--- src/rtl/sb_tx_credit_arbiter.sv ---
// sb_tx_credit_arbiter
// Sideband TX arbiter that merges adapter (D2D) and PHY messages into the
// shared sideband TX FIFO. Each granted message is written as two FIFO words:
// the header, then the data word (zero when the message carries no data).
// Adapter messages are gated by a credit counter that the credit notifier
// refills one credit per i_pl_cfg_crd pulse.
//
// Build option:
//   SB_PHY_PRIORITY_EN - when defined, PHY always wins a contested IDLE cycle
//                        and no round-robin pointer is built. When undefined,
//                        the two sources alternate (round-robin, adapter first
//                        after reset).
module sb_tx_credit_arbiter #(
  parameter int INIT_CREDITS = 32,
  parameter int CRD_W        = 6
) (
  input  logic             i_clk,
  input  logic             i_rst_n,
  input  logic             i_pl_cfg_crd,
  input  logic             i_adp_req,
  input  logic             i_adp_has_data,
  input  logic [63:0]      i_adp_hdr,
  input  logic [63:0]      i_adp_data,
  input  logic             i_phy_req,
  input  logic             i_phy_has_data,
  input  logic [63:0]      i_phy_hdr,
  input  logic [63:0]      i_phy_data,
  input  logic             i_fifo_room,
  output logic             o_adp_gnt,
  output logic             o_phy_gnt,
  output logic             o_fifo_wr_en,
  output logic [63:0]      o_fifo_wdata,
  output logic [CRD_W-1:0] o_credit_cnt,
  output logic             o_credit_err
);

  typedef enum logic [1:0] {
    IDLE    = 2'd0,
    WR_HDR  = 2'd1,
    WR_DATA = 2'd2
  } state_e;

  localparam logic [CRD_W-1:0] CRD_MAX = CRD_W'(INIT_CREDITS);
  localparam logic [CRD_W-1:0] CRD_ONE = CRD_W'(1);

  state_e            state_q, state_d;
  logic [63:0]       dataLatch_q, dataLatch_d;
  logic              adpGnt_q, adpGnt_d;
  logic              phyGnt_q, phyGnt_d;
  logic              wrEn_q, wrEn_d;
  logic [63:0]       wdata_q, wdata_d;
  logic [CRD_W-1:0]  credit_q, credit_d;
  logic              creditErr_q, creditErr_d;
`ifndef SB_PHY_PRIORITY_EN
  logic              rrAdp_q, rrAdp_d;
`endif

  logic              adpElig;
  logic              phyElig;
  logic              selAdp;
  logic              selPhy;

  // Pick a winner in IDLE when the FIFO can take a whole message; the adapter
  // only competes while it still holds at least one credit.
  always_comb begin
    adpElig = i_adp_req && (credit_q != '0);
    phyElig = i_phy_req;
    selAdp  = 1'b0;
    selPhy  = 1'b0;
    if ((state_q == IDLE) && i_fifo_room) begin
      if (adpElig && phyElig) begin
`ifdef SB_PHY_PRIORITY_EN
        selPhy = 1'b1;
`else
        if (rrAdp_q) begin
          selAdp = 1'b1;
        end else begin
          selPhy = 1'b1;
        end
`endif
      end else if (adpElig) begin
        selAdp = 1'b1;
      end else if (phyElig) begin
        selPhy = 1'b1;
      end
    end
  end

  // Message sequencer: the selection cycle preloads the header word and the
  // grant pulse so every output comes straight from a flop; WR_HDR then
  // queues the latched data word and WR_DATA closes out the message.
  always_comb begin
    state_d     = state_q;
    dataLatch_d = dataLatch_q;
    adpGnt_d    = 1'b0;
    phyGnt_d    = 1'b0;
    wrEn_d      = 1'b0;
    wdata_d     = 64'h0;
`ifndef SB_PHY_PRIORITY_EN
    rrAdp_d     = rrAdp_q;
`endif
    case (state_q)
      IDLE: begin
        if (selAdp) begin
          state_d     = WR_HDR;
          adpGnt_d    = 1'b1;
          wrEn_d      = 1'b1;
          wdata_d     = i_adp_hdr;
          dataLatch_d = i_adp_has_data ? i_adp_data : 64'h0;
`ifndef SB_PHY_PRIORITY_EN
          rrAdp_d     = 1'b0;
`endif
        end else if (selPhy) begin
          state_d     = WR_HDR;
          phyGnt_d    = 1'b1;
          wrEn_d      = 1'b1;
          wdata_d     = i_phy_hdr;
          dataLatch_d = i_phy_has_data ? i_phy_data : 64'h0;
`ifndef SB_PHY_PRIORITY_EN
          rrAdp_d     = 1'b1;
`endif
        end
      end
      WR_HDR: begin
        state_d = WR_DATA;
        wrEn_d  = 1'b1;
        wdata_d = dataLatch_q;
      end
      WR_DATA: begin
        state_d = IDLE;
      end
      default: begin
        state_d = IDLE;
      end
    endcase
  end

  // Credit bookkeeping: a selection and a return in the same cycle cancel,
  // and a return that would exceed the initial allotment is dropped and
  // flagged as a sticky protocol error.
  always_comb begin
    credit_d    = credit_q;
    creditErr_d = creditErr_q;
    if (selAdp && !i_pl_cfg_crd) begin
      credit_d = credit_q - CRD_ONE;
    end else if (!selAdp && i_pl_cfg_crd) begin
      if (credit_q == CRD_MAX) begin
        creditErr_d = 1'b1;
      end else begin
        credit_d = credit_q + CRD_ONE;
      end
    end
  end

  // State, latched data, outputs and credits; reset aborts any message.
  always_ff @(posedge i_clk or negedge i_rst_n) begin
    if (!i_rst_n) begin
      state_q     <= IDLE;
      dataLatch_q <= 64'h0;
      adpGnt_q    <= 1'b0;
      phyGnt_q    <= 1'b0;
      wrEn_q      <= 1'b0;
      wdata_q     <= 64'h0;
      credit_q    <= CRD_MAX;
      creditErr_q <= 1'b0;
`ifndef SB_PHY_PRIORITY_EN
      rrAdp_q     <= 1'b1;
`endif
    end else begin
      state_q     <= state_d;
      dataLatch_q <= dataLatch_d;
      adpGnt_q    <= adpGnt_d;
      phyGnt_q    <= phyGnt_d;
      wrEn_q      <= wrEn_d;
      wdata_q     <= wdata_d;
      credit_q    <= credit_d;
      creditErr_q <= creditErr_d;
`ifndef SB_PHY_PRIORITY_EN
      rrAdp_q     <= rrAdp_d;
`endif
    end
  end

  assign o_adp_gnt    = adpGnt_q;
  assign o_phy_gnt    = phyGnt_q;
  assign o_fifo_wr_en = wrEn_q;
  assign o_fifo_wdata = wdata_q;
  assign o_credit_cnt = credit_q;
  assign o_credit_err = creditErr_q;

endmodule

--- config.mk ---
export PLATFORM = sky130hd
export DESIGN_NAME = sb_tx_credit_arbiter
export DESIGN_NICKNAME = d
export VERILOG_FILES = /design/src/rtl/sb_tx_credit_arbiter.sv
export SDC_FILE = /design/constraint.sdc
export NUM_CORES = 1
export LEC_CHECK = 0
export ABC_CLOCK_PERIOD_IN_PS = 4100
export BUFFER_PORTS_ARGS = -buffer_cell sky130_fd_sc_hd__buf_2
export CORE_MARGIN = 2
export CORE_UTILIZATION = 35
export CTS_CLUSTER_SIZE = 28
export DETAILED_ROUTE_END_ITERATION = 10
export GPL_TIMING_DRIVEN = 0
export HOLD_SLACK_MARGIN = 0.05
export PLACE_DENSITY = 0.65
export SLEW_MARGIN = 20
export SYNTH_ARGS = -nofsm -noshare
export SYNTH_HDL_FRONTEND = slang
export SYNTH_SLANG_ARGS = --single-unit
export TNS_END_PERCENT = 10
--- constraint.sdc ---
create_clock -name i_clk -period 4.1 [get_ports i_clk]
set_clock_uncertainty 0.1 [all_clocks]
set_input_delay 0.205 -clock i_clk [delete_from_list [all_inputs] [get_ports i_clk]]
set_output_delay 0.205 -clock i_clk [all_outputs]
set_load 0.03 [all_outputs]
==> impl_metrics.ini, run 1 <==
[outcome]
status = did not finish
stop_stage = clock tree synthesis
firstError = [ERROR RSZ-0060] Max buffer count reached.

[synth]
synth_largest_area_cell = dfrtp_1
synth.most_common_cell = dfrtp_1
avgSynthCellArea_um2 = 10.81
yosys-top-cells-area = dfrtp_1 56%, a222oi_1 10%, a22oi_1 7.8%
yosys_most_used_dff = dfrtp_1
synth_top_area_frac = 0.5638
ys_types = 38
synth_fp_nets = 839
netlist_instances = 571
ys_ff_latch = 141
yosys-top-cells-count = 139 x dfrtp_1, 71 x nand2_1, 69 x inv_1
async_reset_ff_frac = 1.000
yosys_warnings = 0
synth_edf_count = 0
syn_area_um2 = 6170
yosysSeqAreaShare = 0.5723

[floorplan]
io_pins = 338
std_cell_rows = 48
start_util = 0.3579
die_h_um = 136.8
die_w_um = 136.8

[clock_tree]
ctsHoldBuffers = 235
cts_root_buf = clkbuf_16
postCtsResizedCells = 0
cts_setup_buffers = 0
cts.sinks = 141
clockBufferDepth = 2
htree_levels = 4
cts_buffers = 17

[placed_design]
place_inst = 1134
dp_hpwl_um = 16920
io_buffers = 337
gp_congestion = 0.8315
[cell families after synthesis]
kind of cell | count (synthesis) | synth area share
compound gates | 208 | 0.2565
flops | 141 | 0.5723
buf+inv | 120 | 0.08619
simple gates | 88 | 0.06246
xor+xnor | 9 | 0.01278
fa+ha+maj | 4 | 0.008112
mux | 1 | 0.001622
[stage by stage]
| step | hold slack (ns) | util | setup slack, ns | cell area (um^2) |
|---|---|---|---|---|
| floorplan | -0.1906 | - | 0.6402 | 6170 |
| global placement | 0.3195 | 0.4721 | 0.5849 | 8138 |
| detailed placement | 0.07129 | 0.4743 | 0.5455 | 8175 |
==> inputs of run 2 (changes only) <==
Settings changed: CORE_UTILIZATION 35 to 20, CTS_CLUSTER_SIZE 28 to unset, HOLD_SLACK_MARGIN 0.05 to unset, PLACE_DENSITY 0.65 to unset, PLACE_DENSITY_LB_ADDON set to 0.15.
==> impl_metrics.ini, run 2 <==
[clock_tree]
postCtsResizedCells = 0
cts_buffers = 17
path_clk_slew_ns = 0.06
clockBufferDepth = 2
ctsHoldBuffers = 221
insertion_delay_ns = 0.41
htree_levels = 4
cts.sinks = 141
cts_root_buf = clkbuf_16
cts_setup_buffers = 0
cts_tree = done

[route]
dr.first_iter.drc_count = 544
firstDrtPassIters = 6
routed_wl_um = 27650
num_vias = 6945
viasPerCell = 4.441
wl_per_cell_um = 17.68
drc = 0
ant_nets = 0

[power_and_ir_drop]
powerDensity_nw_per_um2 = 483.9
switching_share = 0.3478
seq_power_share = 0.359
fin_total_pwr_mw = 5.441
combPwrFrac = 0.336
intPower_mw = 3.549
leakagePower_nw = 5.681
vdd_drop_max_mv = 0.2879
p_sw_mw = 1.892
power_frac_clock = 0.305

[placed_design]
place_ws_ns = 0.4731
place_inst = 1305
dp_hpwl_um = 19520
gp_congestion = 0.7319
io_buffers = 337

[synth]
avgSynthCellArea_um2 = 10.81
synth_fp_nets = 839
synth_largest_area_cell = dfrtp_1
yosys_warnings = 0
synth_edf_count = 0
ys_ff_latch = 141
netlist_instances = 571
synth.most_common_cell = dfrtp_1
yosysSeqAreaShare = 0.5723
async_reset_ff_frac = 1.000
yosys-top-cells-area = dfrtp_1 56%, a222oi_1 10%, a22oi_1 7.8%
synth_top_area_frac = 0.5638
yosys-top-cells-count = 139 x dfrtp_1, 71 x nand2_1, 69 x inv_1
syn_area_um2 = 6170
yosys_most_used_dff = dfrtp_1
ys_types = 38

[global_routing]
grt_pass1_vias = 7399
grt_max_degree = 81
antenna_found_initial = 4
grt_pass1_wl_um = 42270
grt.total_usage = 0.1701
grt_overflow = 0

[timing]
hold_viol = 0
setup_slack_ns = 0.4768
max_freq_mhz = 276.0
tns_ns = 0
fin_crit_sh = 0.8837
rsz0062_at_grt = false
tightest_slew_ns = 0.8144
setup_viol = 0
fin_crit_ns = 3.623
maxSlewViolCount = 0
slew_headroom = 0.4559
whs_ns = 0.006225

[finish]
layout_commonest_cell = buf_2
mostFrequentLayoutCells = 365 x buf_2, 222 x dlygate4sd3_1, 139 x dfrtp_1
area_growth_pct = 82.25
fillerInstances = 3138
final_cells = 1564
finalNetCount = 1418
layout-drive-gt1-share = 0.3525

[run]
max_cap_violations = 0

[worst_setup_path]
end_kind = register
worst-path-max-fanout = 11
crit_type = register to register
arrival_ns = 3.81
required_ns = 4.29
reg2reg_depth = 12
startpoint_type = register

[floorplan]
die_h_um = 179.6
std_cell_rows = 64
coreArea_um2 = 30510
start_util = 0.2022
die_w_um = 179.6
fp.dieArea_um2 = 32270
io_pins = 338

[outcome]
status = completed

[hold_path]
hp-class = input pin to register
hold_depth = 3
[run 2: cell counts after synthesis]
No cell type changed its count.
[run 2: power by group through the flow]
stage	registers, mW	logic [mW]	clock network [mW]
floorplan	2.25	0.617	0
global route	2.00	2.00	1.78
finish	1.95	1.83	1.66
global placement	1.98	1.52	0
detailed placement	1.98	1.53	0
CTS	1.96	1.85	1.72
[run 2: final cells by class]
class                      count  area, um^2  share of cell area
multi-input combinational    310        2107              0.1874
tap                          396       495.5             0.04406
inverter                      69       259.0             0.02303
antenna                        5       12.51            0.001113
timing repair buffer         560        3946              0.3510
sequential                   141        3531              0.3140
buffer                        51       274.0             0.02437
clock inverter                11       158.9             0.01413
clock buffer                  21       460.4             0.04095
[run 2: critical path, stage by stage, from the launching register on]
cell and delay [ns]:
dfrtp_1 0.37, nor3b_1 0.68, and3_4 0.37, buf_2 0.27, ha_1 0.24, clkbuf_1 0.41
xor2_1 0.19, ha_1 0.21, nand2b_1 0.12, a21oi_1 0.05, a221oi_1 0.22, nor2b_1 0.10
xor2_1 0.15
[run 2: kinds of logic after synthesis]
| group | synth area share |
|---|---|
| AOI/OAI and AO/OA | 0.2565 |
| xor gates and xnor gates | 0.01278 |
| and+or+nand+nor | 0.06246 |
| adders and majority gates | 0.008112 |
| muxes | 0.001622 |
| DFF | 0.5723 |
| buffers and inverters | 0.08619 |
[run 2: final timing paths]
kind                                     start                to  slack (ns)
worst min register to register    o_credit_err      o_credit_err        0.37
max in group asynchronous              i_rst_n  o_fifo_wdata[34]        2.83
worst min-delay path            i_phy_data[31]   dataLatch_q[31]       0.006
worst max register to register      state_q[1]   o_credit_cnt[4]        0.48
worst max-delay path                state_q[1]   o_credit_cnt[4]        0.48
min in group asynchronous              i_rst_n      o_credit_err        0.23
[run 2: metal layers]
metal / vias to the layer above / part of all wire / GRT usage
li1: 3276 / - / -
met2: 222 / 0.50 / 0.3007
met5: - / 0 / 0
met4: 0 / 0.012 / 0.03967
met3: 19 / 0.050 / 0.03626
met1: 3428 / 0.43 / 0.2114
[run 2: per-stage QoR]
stage / area, um^2 / utilization
floorplan: 6170 / -
global placement: 8352 / 0.2737
detailed placement: 8391 / 0.2750
CTS: 11220 / 0.3678
global route: 11240 / 0.3685
finish: 11240 / 0.3686
Power figures use the tool's default switching activity.
